--- config.mk ---
export PLATFORM = sky130hd
export DESIGN_NAME = decode_issue_stage
export DESIGN_NICKNAME = d
export VERILOG_FILES = /design/src/rtl/decode_issue_stage.sv
export SDC_FILE = /design/constraint.sdc
export NUM_CORES = 1
export LEC_CHECK = 0
export BUFFER_PORTS_ARGS = -buffer_cell sky130_fd_sc_hd__buf_2
export CORE_MARGIN = 1
export CORE_UTILIZATION = 30
export DETAILED_ROUTE_END_ITERATION = 10
export PLACE_DENSITY_LB_ADDON = 0.15
export SYNTH_ARGS = -nofsm -noshare
export SYNTH_HDL_FRONTEND = slang
export SYNTH_SLANG_ARGS = --single-unit
--- constraint.sdc ---
create_clock -name clk -period 6.35 [get_ports clk]
set_input_delay 0.9525 -clock clk [delete_from_list [all_inputs] [get_ports clk]]
set_output_delay 0.9525 -clock clk [all_outputs]
set_load 0.03 [all_outputs]
--- src/rtl/decode_issue_stage.sv ---
// LC-3b decode/issue: regfile read, B-operand select, pending-write scoreboard; WB_BYPASS_EN forwards write-back data.
// Latency: 1 cycle from accept to out_valid through the ID/EX register.
// Backpressure: in_ready drops on RAW/WAW hazard, flush, or a held ID/EX entry while out_ready is low.
module decode_issue_stage #(
    parameter int DATA_W   = 16,
    parameter int SB_CNT_W = 2
) (
    input  logic              clk,
    input  logic              reset_n,
    input  logic              in_valid,
    output logic              in_ready,
    input  logic [15:0]       instruction,
    output logic              out_valid,
    input  logic              out_ready,
    output logic [3:0]        out_opcode,
    output logic [2:0]        out_dest,
    output logic              out_wr_en,
    output logic [DATA_W-1:0] out_sr1_data,
    output logic [DATA_W-1:0] out_opb,
    output logic [DATA_W-1:0] out_st_data,
    output logic [10:0]       out_offset11,
    input  logic              flush,
    input  logic              wb_valid,
    input  logic [2:0]        wb_reg,
    input  logic [DATA_W-1:0] wb_data
);
    localparam logic [3:0] OP_ADD  = 4'b0001;
    localparam logic [3:0] OP_LDB  = 4'b0010;
    localparam logic [3:0] OP_STB  = 4'b0011;
    localparam logic [3:0] OP_JSR  = 4'b0100;
    localparam logic [3:0] OP_AND  = 4'b0101;
    localparam logic [3:0] OP_LDR  = 4'b0110;
    localparam logic [3:0] OP_STR  = 4'b0111;
    localparam logic [3:0] OP_NOT  = 4'b1001;
    localparam logic [3:0] OP_JMP  = 4'b1100;
    localparam logic [3:0] OP_SHF  = 4'b1101;
    localparam logic [3:0] OP_LEA  = 4'b1110;
    localparam logic [3:0] OP_TRAP = 4'b1111;
    localparam logic [SB_CNT_W-1:0] CNT_MAX = '1;

    logic [DATA_W-1:0]   rf     [8];
    logic [SB_CNT_W-1:0] sb_cnt [8];
    logic [SB_CNT_W-1:0] cnt_nxt[8];

    logic [3:0]        opcode;
    logic [2:0]        dest_f, sr1, sr2, wr_reg;
    logic              wr_en, rd_sr1, rd_sr2, rd_st;
    logic [DATA_W-1:0] sr1_val, sr2_val, st_val, opb;
    logic              sr1_busy, sr2_busy, st_busy, hazard, accept;
    logic [7:0]        inc_vec, wbdec_vec, fldec_vec;

    assign opcode = instruction[15:12];
    assign dest_f = instruction[11:9];
    assign sr1    = instruction[8:6];
    assign sr2    = instruction[2:0];

    always_comb begin
        wr_en  = 1'b0;
        rd_sr1 = 1'b0;
        case (opcode)
            OP_ADD, OP_AND, OP_NOT, OP_LDR, OP_LDB, OP_SHF: begin
                wr_en  = 1'b1;
                rd_sr1 = 1'b1;
            end
            OP_LEA, OP_TRAP:        wr_en  = 1'b1;
            OP_STR, OP_STB, OP_JMP: rd_sr1 = 1'b1;
            OP_JSR: begin
                wr_en  = 1'b1;
                rd_sr1 = !instruction[11];
            end
            default: ;
        endcase
    end

    assign rd_sr2 = (opcode == OP_ADD || opcode == OP_AND) && !instruction[5];
    assign rd_st  = (opcode == OP_STR || opcode == OP_STB);
    assign wr_reg = (opcode == OP_JSR || opcode == OP_TRAP) ? 3'd7 : dest_f;

    // Same-cycle regfile write is not visible here unless forwarding is built in.
    always_comb begin
        sr1_val  = rf[sr1];
        sr2_val  = rf[sr2];
        st_val   = rf[dest_f];
        sr1_busy = (sb_cnt[sr1] != '0);
        sr2_busy = (sb_cnt[sr2] != '0);
        st_busy  = (sb_cnt[dest_f] != '0);
`ifdef WB_BYPASS_EN
        if (wb_valid && wb_reg == sr1) begin
            sr1_val  = wb_data;
            sr1_busy = (sb_cnt[sr1] > SB_CNT_W'(1));
        end
        if (wb_valid && wb_reg == sr2) begin
            sr2_val  = wb_data;
            sr2_busy = (sb_cnt[sr2] > SB_CNT_W'(1));
        end
        if (wb_valid && wb_reg == dest_f) begin
            st_val  = wb_data;
            st_busy = (sb_cnt[dest_f] > SB_CNT_W'(1));
        end
`endif
    end

    always_comb begin
        opb = sr2_val;
        case (opcode)
            OP_ADD, OP_AND: if (instruction[5]) opb = {{(DATA_W-5){instruction[4]}}, instruction[4:0]};
            OP_SHF:         opb = {{(DATA_W-4){1'b0}}, instruction[3:0]};
            OP_LDR, OP_STR: opb = {{(DATA_W-7){instruction[5]}}, instruction[5:0], 1'b0};
            OP_LDB, OP_STB: opb = {{(DATA_W-6){instruction[5]}}, instruction[5:0]};
            default: ;
        endcase
    end

    assign hazard   = (rd_sr1 && sr1_busy) || (rd_sr2 && sr2_busy) || (rd_st && st_busy)
                    || (wr_en && sb_cnt[wr_reg] == CNT_MAX);
    assign in_ready = reset_n && !flush && !hazard && (!out_valid || out_ready);
    assign accept   = in_valid && in_ready;

    assign inc_vec   = (accept && wr_en) ? (8'b1 << wr_reg) : 8'b0;
    assign wbdec_vec = wb_valid ? (8'b1 << wb_reg) : 8'b0;
    assign fldec_vec = (flush && out_valid && out_wr_en) ? (8'b1 << out_dest) : 8'b0;

    // Accept never coincides with flush, so an increment meets at most the write-back decrement.
    always_comb begin
        for (int r = 0; r < 8; r++) begin
            cnt_nxt[r] = sb_cnt[r];
            if (inc_vec[r] && !wbdec_vec[r]) begin
                cnt_nxt[r] = sb_cnt[r] + SB_CNT_W'(1);
            end else if (!inc_vec[r]) begin
                if (wbdec_vec[r] && fldec_vec[r])
                    cnt_nxt[r] = (sb_cnt[r] > SB_CNT_W'(1)) ? sb_cnt[r] - SB_CNT_W'(2) : '0;
                else if (wbdec_vec[r] || fldec_vec[r])
                    cnt_nxt[r] = (sb_cnt[r] != '0) ? sb_cnt[r] - SB_CNT_W'(1) : '0;
            end
        end
    end

    always_ff @(posedge clk) begin
        if (!reset_n) begin
            for (int r = 0; r < 8; r++) begin
                rf[r]     <= '0;
                sb_cnt[r] <= '0;
            end
            out_valid    <= 1'b0;
            out_opcode   <= '0;
            out_dest     <= '0;
            out_wr_en    <= 1'b0;
            out_sr1_data <= '0;
            out_opb      <= '0;
            out_st_data  <= '0;
            out_offset11 <= '0;
        end else begin
            for (int r = 0; r < 8; r++) sb_cnt[r] <= cnt_nxt[r];
            if (wb_valid) rf[wb_reg] <= wb_data;
            if (flush) begin
                out_valid <= 1'b0;
            end else if (accept) begin
                out_valid    <= 1'b1;
                out_opcode   <= opcode;
                out_dest     <= wr_reg;
                out_wr_en    <= wr_en;
                out_sr1_data <= sr1_val;
                out_opb      <= opb;
                out_st_data  <= st_val;
                out_offset11 <= instruction[10:0];
            end else if (out_ready) begin
                out_valid <= 1'b0;
            end
        end
    end
endmodule

==> out/results.tsv <==
stage	metric	value	unit
outcome	run status	completed	
placed_design	number of input and output port buffers inserted	109	
floorplan	Die Outline Area	42400	µm²
global_routing	maximum number of pins on one net before global-route repair	78	
timing	fin crit share	68.8	%
worst_setup_path	required time worst endpoint	5.40	ns
logic_synthesis	Yosys Warn Count	0	
worst_setup_path	delay of the slowest cell on the worst path	0.69	ns
logic_synthesis	number of distinct library cells after synthesis	72	
timing	setup repair after global routing missed its margin	no	
worst_setup_path	RR Endpoint	out_sr1_data[12]	
worst_setup_path	setup slack of the most critical reg-to-reg path	3.03	ns
hold_path	path category of the worst min-delay check	flop to flop	
detailed_routing	DR pass1 iterations	5	
logic_synthesis	synthesized instance count	1082	
global_routing	antenna violations before repair	4	
logic_synthesis	flip-flop cell with the highest count after synthesis	sky130_fd_sc_hd__edfxtp_1	
timing	highest clock rate	229	MHz
logic_synthesis	Synth Register Bits	212	
power_and_ir_drop	peak supply drop	0.000156	V
worst_setup_path	Worst Reg2Reg Path Length in Cells	8	
detailed_routing	drc violations	0	
cts	CTS Hold Buffers Added	0	
job	Max-Cap Viols	0	
worst_setup_path	category of the most critical setup path	input port to output pin	
cts	number of H-tree levels	1	
power_and_ir_drop	Pwr per Cell Area	254	nW/µm²
placed_design	Area after DPL	13500	µm²
logic_synthesis	Seq/Total Area, Yosys	44.3	%
worst_setup_path	type of element capturing the critical path	output pin	
floorplan	# rows	74	
worst_setup_path	crit path max fanout	24	
cts	clk slew on worst S/H paths	0.06	ns
placed_design	Final HPWL DP	25300	µm
final_layout	Total Nets Final	1225	
floorplan	initial standard-cell utilization of the core	30.5	%
timing	Max-Slew Margin vs Limit	23.2	%
power_and_ir_drop	Static Leakage	0.00519	µW
timing	Layout Skew	0.0114	ns
logic_synthesis	Yosys top cell by area	sky130_fd_sc_hd__edfxtp_1	
hold_path	Hold Path Cell Cnt	2	
global_routing	via count of the first global-routing pass	9039	
logic_synthesis	share of async-settable or async-resettable flops after synthesis	0	%
timing	actual transition at the worst max-transition pin	1.15	ns
cts	number of instances resized during post-cts repair	0	
worst_setup_path	buffers and inverters on the worst path	2	
final_layout	finished layout cell area	14400	µm²
hold_path	critical hold path startpoint	out_opcode[3]	
global_routing	total global-route track usage	19.0	%
logic_synthesis	Post-Synthesis Cell Area	12500	µm²
worst_setup_path	slowest stage cell on the critical path	sky130_fd_sc_hd__buf_2	
cts	total clock buffers created by CTS	26	
final_layout	fraction of layout cells with a size suffix above 1	26.3	%
logic_synthesis	Post-synth EDFFs	128	
final_layout	Layout Area Growth over Synthesis	15.5	%
cts	insertion delay of the later-clocked pin in the worst-skew pair	0.55	ns
cts	Sinks on Clock Net	212	
cts	buffer levels on the longest clock path	3	
timing	final critical-path required period	4.37	ns
logic_synthesis	mean instance size in the synthesized netlist	11.5	µm²
timing	# setup viols final	0	
detailed_routing	Total Routed Length	40100	µm
final_layout	ANT cells	0	
timing	final slew viol count	0	
global_routing	grt total ovfl	0	
logic_synthesis	Mapped Nets	1147	
detailed_routing	Starting DRT DRC Count	652	
floorplan	Floorplan Core Area	40900	µm²
worst_setup_path	cell breakdown of the critical path	buf_2 > nand2b_1 > a311oi_1 > nor3_1 > nor4_4 > nand3_2 > nor2_1 > buf_2	
worst_setup_path	startpoint of the worst-slack reg-to-reg timing path	sb_cnt[0][0]	
cts	post-CTS setup repair buffer count	0	
hold_path	end point of the most critical hold path	out_opcode[3]	
detailed_routing	routed wirelength normalized by instance count	23.4	µm
logic_synthesis	area fraction of the dominant cell type after synthesis	30.8	%
placed_design	placer congestion estimate	0.803	
timing	endpoints failing hold	0	
detailed_routing	vias after detailed routing	9117	
detailed_routing	DR vias/cell	5.33	
worst_setup_path	Setup crit start kind	input port	
floorplan	Die Ht	206	µm
logic_synthesis	biggest area contributors in the synthesized netlist	sky130_fd_sc_hd__edfxtp_1 31%, sky130_fd_sc_hd__mux4_2 18%, sky130_fd_sc_hd__dfxtp_1 13%	
cts	cell at the root of the clock tree	sky130_fd_sc_hd__clkbuf_16	
cts	clock tree from TritonCTS	done	
worst_setup_path	Worst path top cell family by delay	simple AND/OR/NAND/NOR gates	
worst_setup_path	endpoint arrival time on the critical path	3.42	ns
global_routing	wire length of the first global-routing pass	59100	µm
worst_setup_path	most numerous cell on the critical path	sky130_fd_sc_hd__buf_2	
detailed_routing	number of nets still failing antenna checks after routing	0	
floorplan	io pins	110	
timing	TNS Setup	0	ns
floorplan	die boundary width	206	µm
## cell usage after synthesis, types with 4 or more instances
| cell type | instances |
|---|---|
| sky130_fd_sc_hd__buf_1 | 10 |
| sky130_fd_sc_hd__a21oi_1 | 36 |
| sky130_fd_sc_hd__o211ai_1 | 4 |
| sky130_fd_sc_hd__nand2_1 | 77 |
| sky130_fd_sc_hd__and2_1 | 129 |
| sky130_fd_sc_hd__mux2_2 | 19 |
| sky130_fd_sc_hd__mux2i_1 | 37 |
| sky130_fd_sc_hd__nor4b_1 | 4 |
| sky130_fd_sc_hd__o21ai_0 | 15 |
| sky130_fd_sc_hd__nor2b_1 | 7 |
| sky130_fd_sc_hd__ha_1 | 24 |
| sky130_fd_sc_hd__dfxtp_1 | 84 |
| sky130_fd_sc_hd__nor2_1 | 101 |
| sky130_fd_sc_hd__and3_1 | 5 |
| sky130_fd_sc_hd__a211oi_1 | 53 |
| sky130_fd_sc_hd__nand4_1 | 7 |
| sky130_fd_sc_hd__nor3_1 | 36 |
| sky130_fd_sc_hd__buf_2 | 12 |
| sky130_fd_sc_hd__edfxtp_1 | 128 |
| sky130_fd_sc_hd__nand2b_1 | 10 |
| sky130_fd_sc_hd__inv_1 | 22 |
| sky130_fd_sc_hd__or2_2 | 5 |
| sky130_fd_sc_hd__a31oi_1 | 6 |
| sky130_fd_sc_hd__mux4_2 | 99 |
| sky130_fd_sc_hd__clkbuf_1 | 50 |
| sky130_fd_sc_hd__nand3_1 | 24 |
## sequential cells by signal (all words and copies together), names as in the netlist
| name | count |
|---|---|
| out_wr_en | 1 |
| out_opcode | 4 |
| out_dest | 3 |
| out_opb | 16 |
| out_offset11 | 11 |
| rf | 128 |
| out_sr1_data | 16 |
| out_valid | 1 |
| sb_cnt | 16 |
| out_st_data | 16 |
## worst max-delay path by stage
| stage | from | endpoint | slack, ns | depth (start not counted) |
|---|---|---|---|---|
| after CTS | instruction[11] | in_ready | 1.94 | 8 |
| after floorplan | instruction[12] | in_ready | 2.60 | 9 |
| after global placement | instruction[11] | in_ready | 2.00 | 8 |
| after detailed placement | instruction[11] | out_st_data[9] | 1.92 | 9 |
| after global routing | instruction[11] | in_ready | 1.69 | 8 |
| final | instruction[11] | in_ready | 1.98 | 8 |
## layout by cell type, fill, tap and decap left out, types with 10 or more instances in the layout
master / count
sky130_fd_sc_hd__dfxtp_1: 84
sky130_fd_sc_hd__nor2_1: 95
sky130_fd_sc_hd__nand3_1: 24
sky130_fd_sc_hd__nand2_1: 77
sky130_fd_sc_hd__mux4_2: 99
sky130_fd_sc_hd__and2_1: 129
sky130_fd_sc_hd__inv_1: 21
sky130_fd_sc_hd__nor3_1: 34
sky130_fd_sc_hd__mux2_2: 19
sky130_fd_sc_hd__a211oi_1: 53
sky130_fd_sc_hd__ha_1: 24
sky130_fd_sc_hd__clkbuf_16: 26
sky130_fd_sc_hd__nand2b_1: 10
sky130_fd_sc_hd__edfxtp_1: 128
sky130_fd_sc_hd__buf_2: 109
sky130_fd_sc_hd__o21ai_0: 15
sky130_fd_sc_hd__a21oi_1: 36
sky130_fd_sc_hd__mux2i_1: 37
sky130_fd_sc_hd__buf_4: 18
## kinds of logic after synthesis
kind of cell,count (synthesis),share of synthesized area (%)
adder cells (fa/ha/maj),27,2.65
AND/OR/NAND/NOR,429,18.0
AO/OA/AOI/OAI,159,9.03
buffers and inverters,99,3.34
multiplexers,155,22.6
XOR/XNOR,1,0.0703
flip-flops,212,44.3
## power breakdown
part           internal (µW)  switching (µW)
sequential              1540            57.1
clock                    918             621
combinational            213             311
total                   2670             989
## metal layers
metal / routed length [µm] / global-route usage [%] / vias up
li1: - / - / 4277
met1: 17400 / 24.3 / 4542
met2: 20000 / 33.5 / 238
met3: 1910 / 2.63 / 56
met4: 747 / 4.75 / 4
met5: 31 / 0 / -
## through the flow
step	cells	utilization [%]	worst slack, ns	hold slack (ns)	total power [µW]
floorplan	1082	-	2.60	0.537	1970
global placement	1664	33.0	2.00	0.442	2150
detailed placement	1664	33.0	1.92	0.445	2160
CTS	1712	35.2	1.94	0.453	3710
global route	1712	35.2	1.69	0.464	3800
finish	1712	35.2	1.98	0.452	3660
## worst register-to-register path, delay by kind of cell, from the launching register on
family,cells,cell delay (ns)
AO/OA/AOI/OAI,3,0.49
flip-flops,1,0.42
buffers and inverters,1,0.50
AND/OR/NAND/NOR,4,1.81
## area by class of cell
type | count | area (µm²)
sequential | 212 | 5530
timing repair buffer | 127 | 681
fill | 4081 | 26500
inverter | 22 | 82.6
multi-input combinational | 771 | 6560
clock buffer | 31 | 669
clock inverter | 17 | 208
tap | 532 | 666
(Power assumes the default switching activity.)
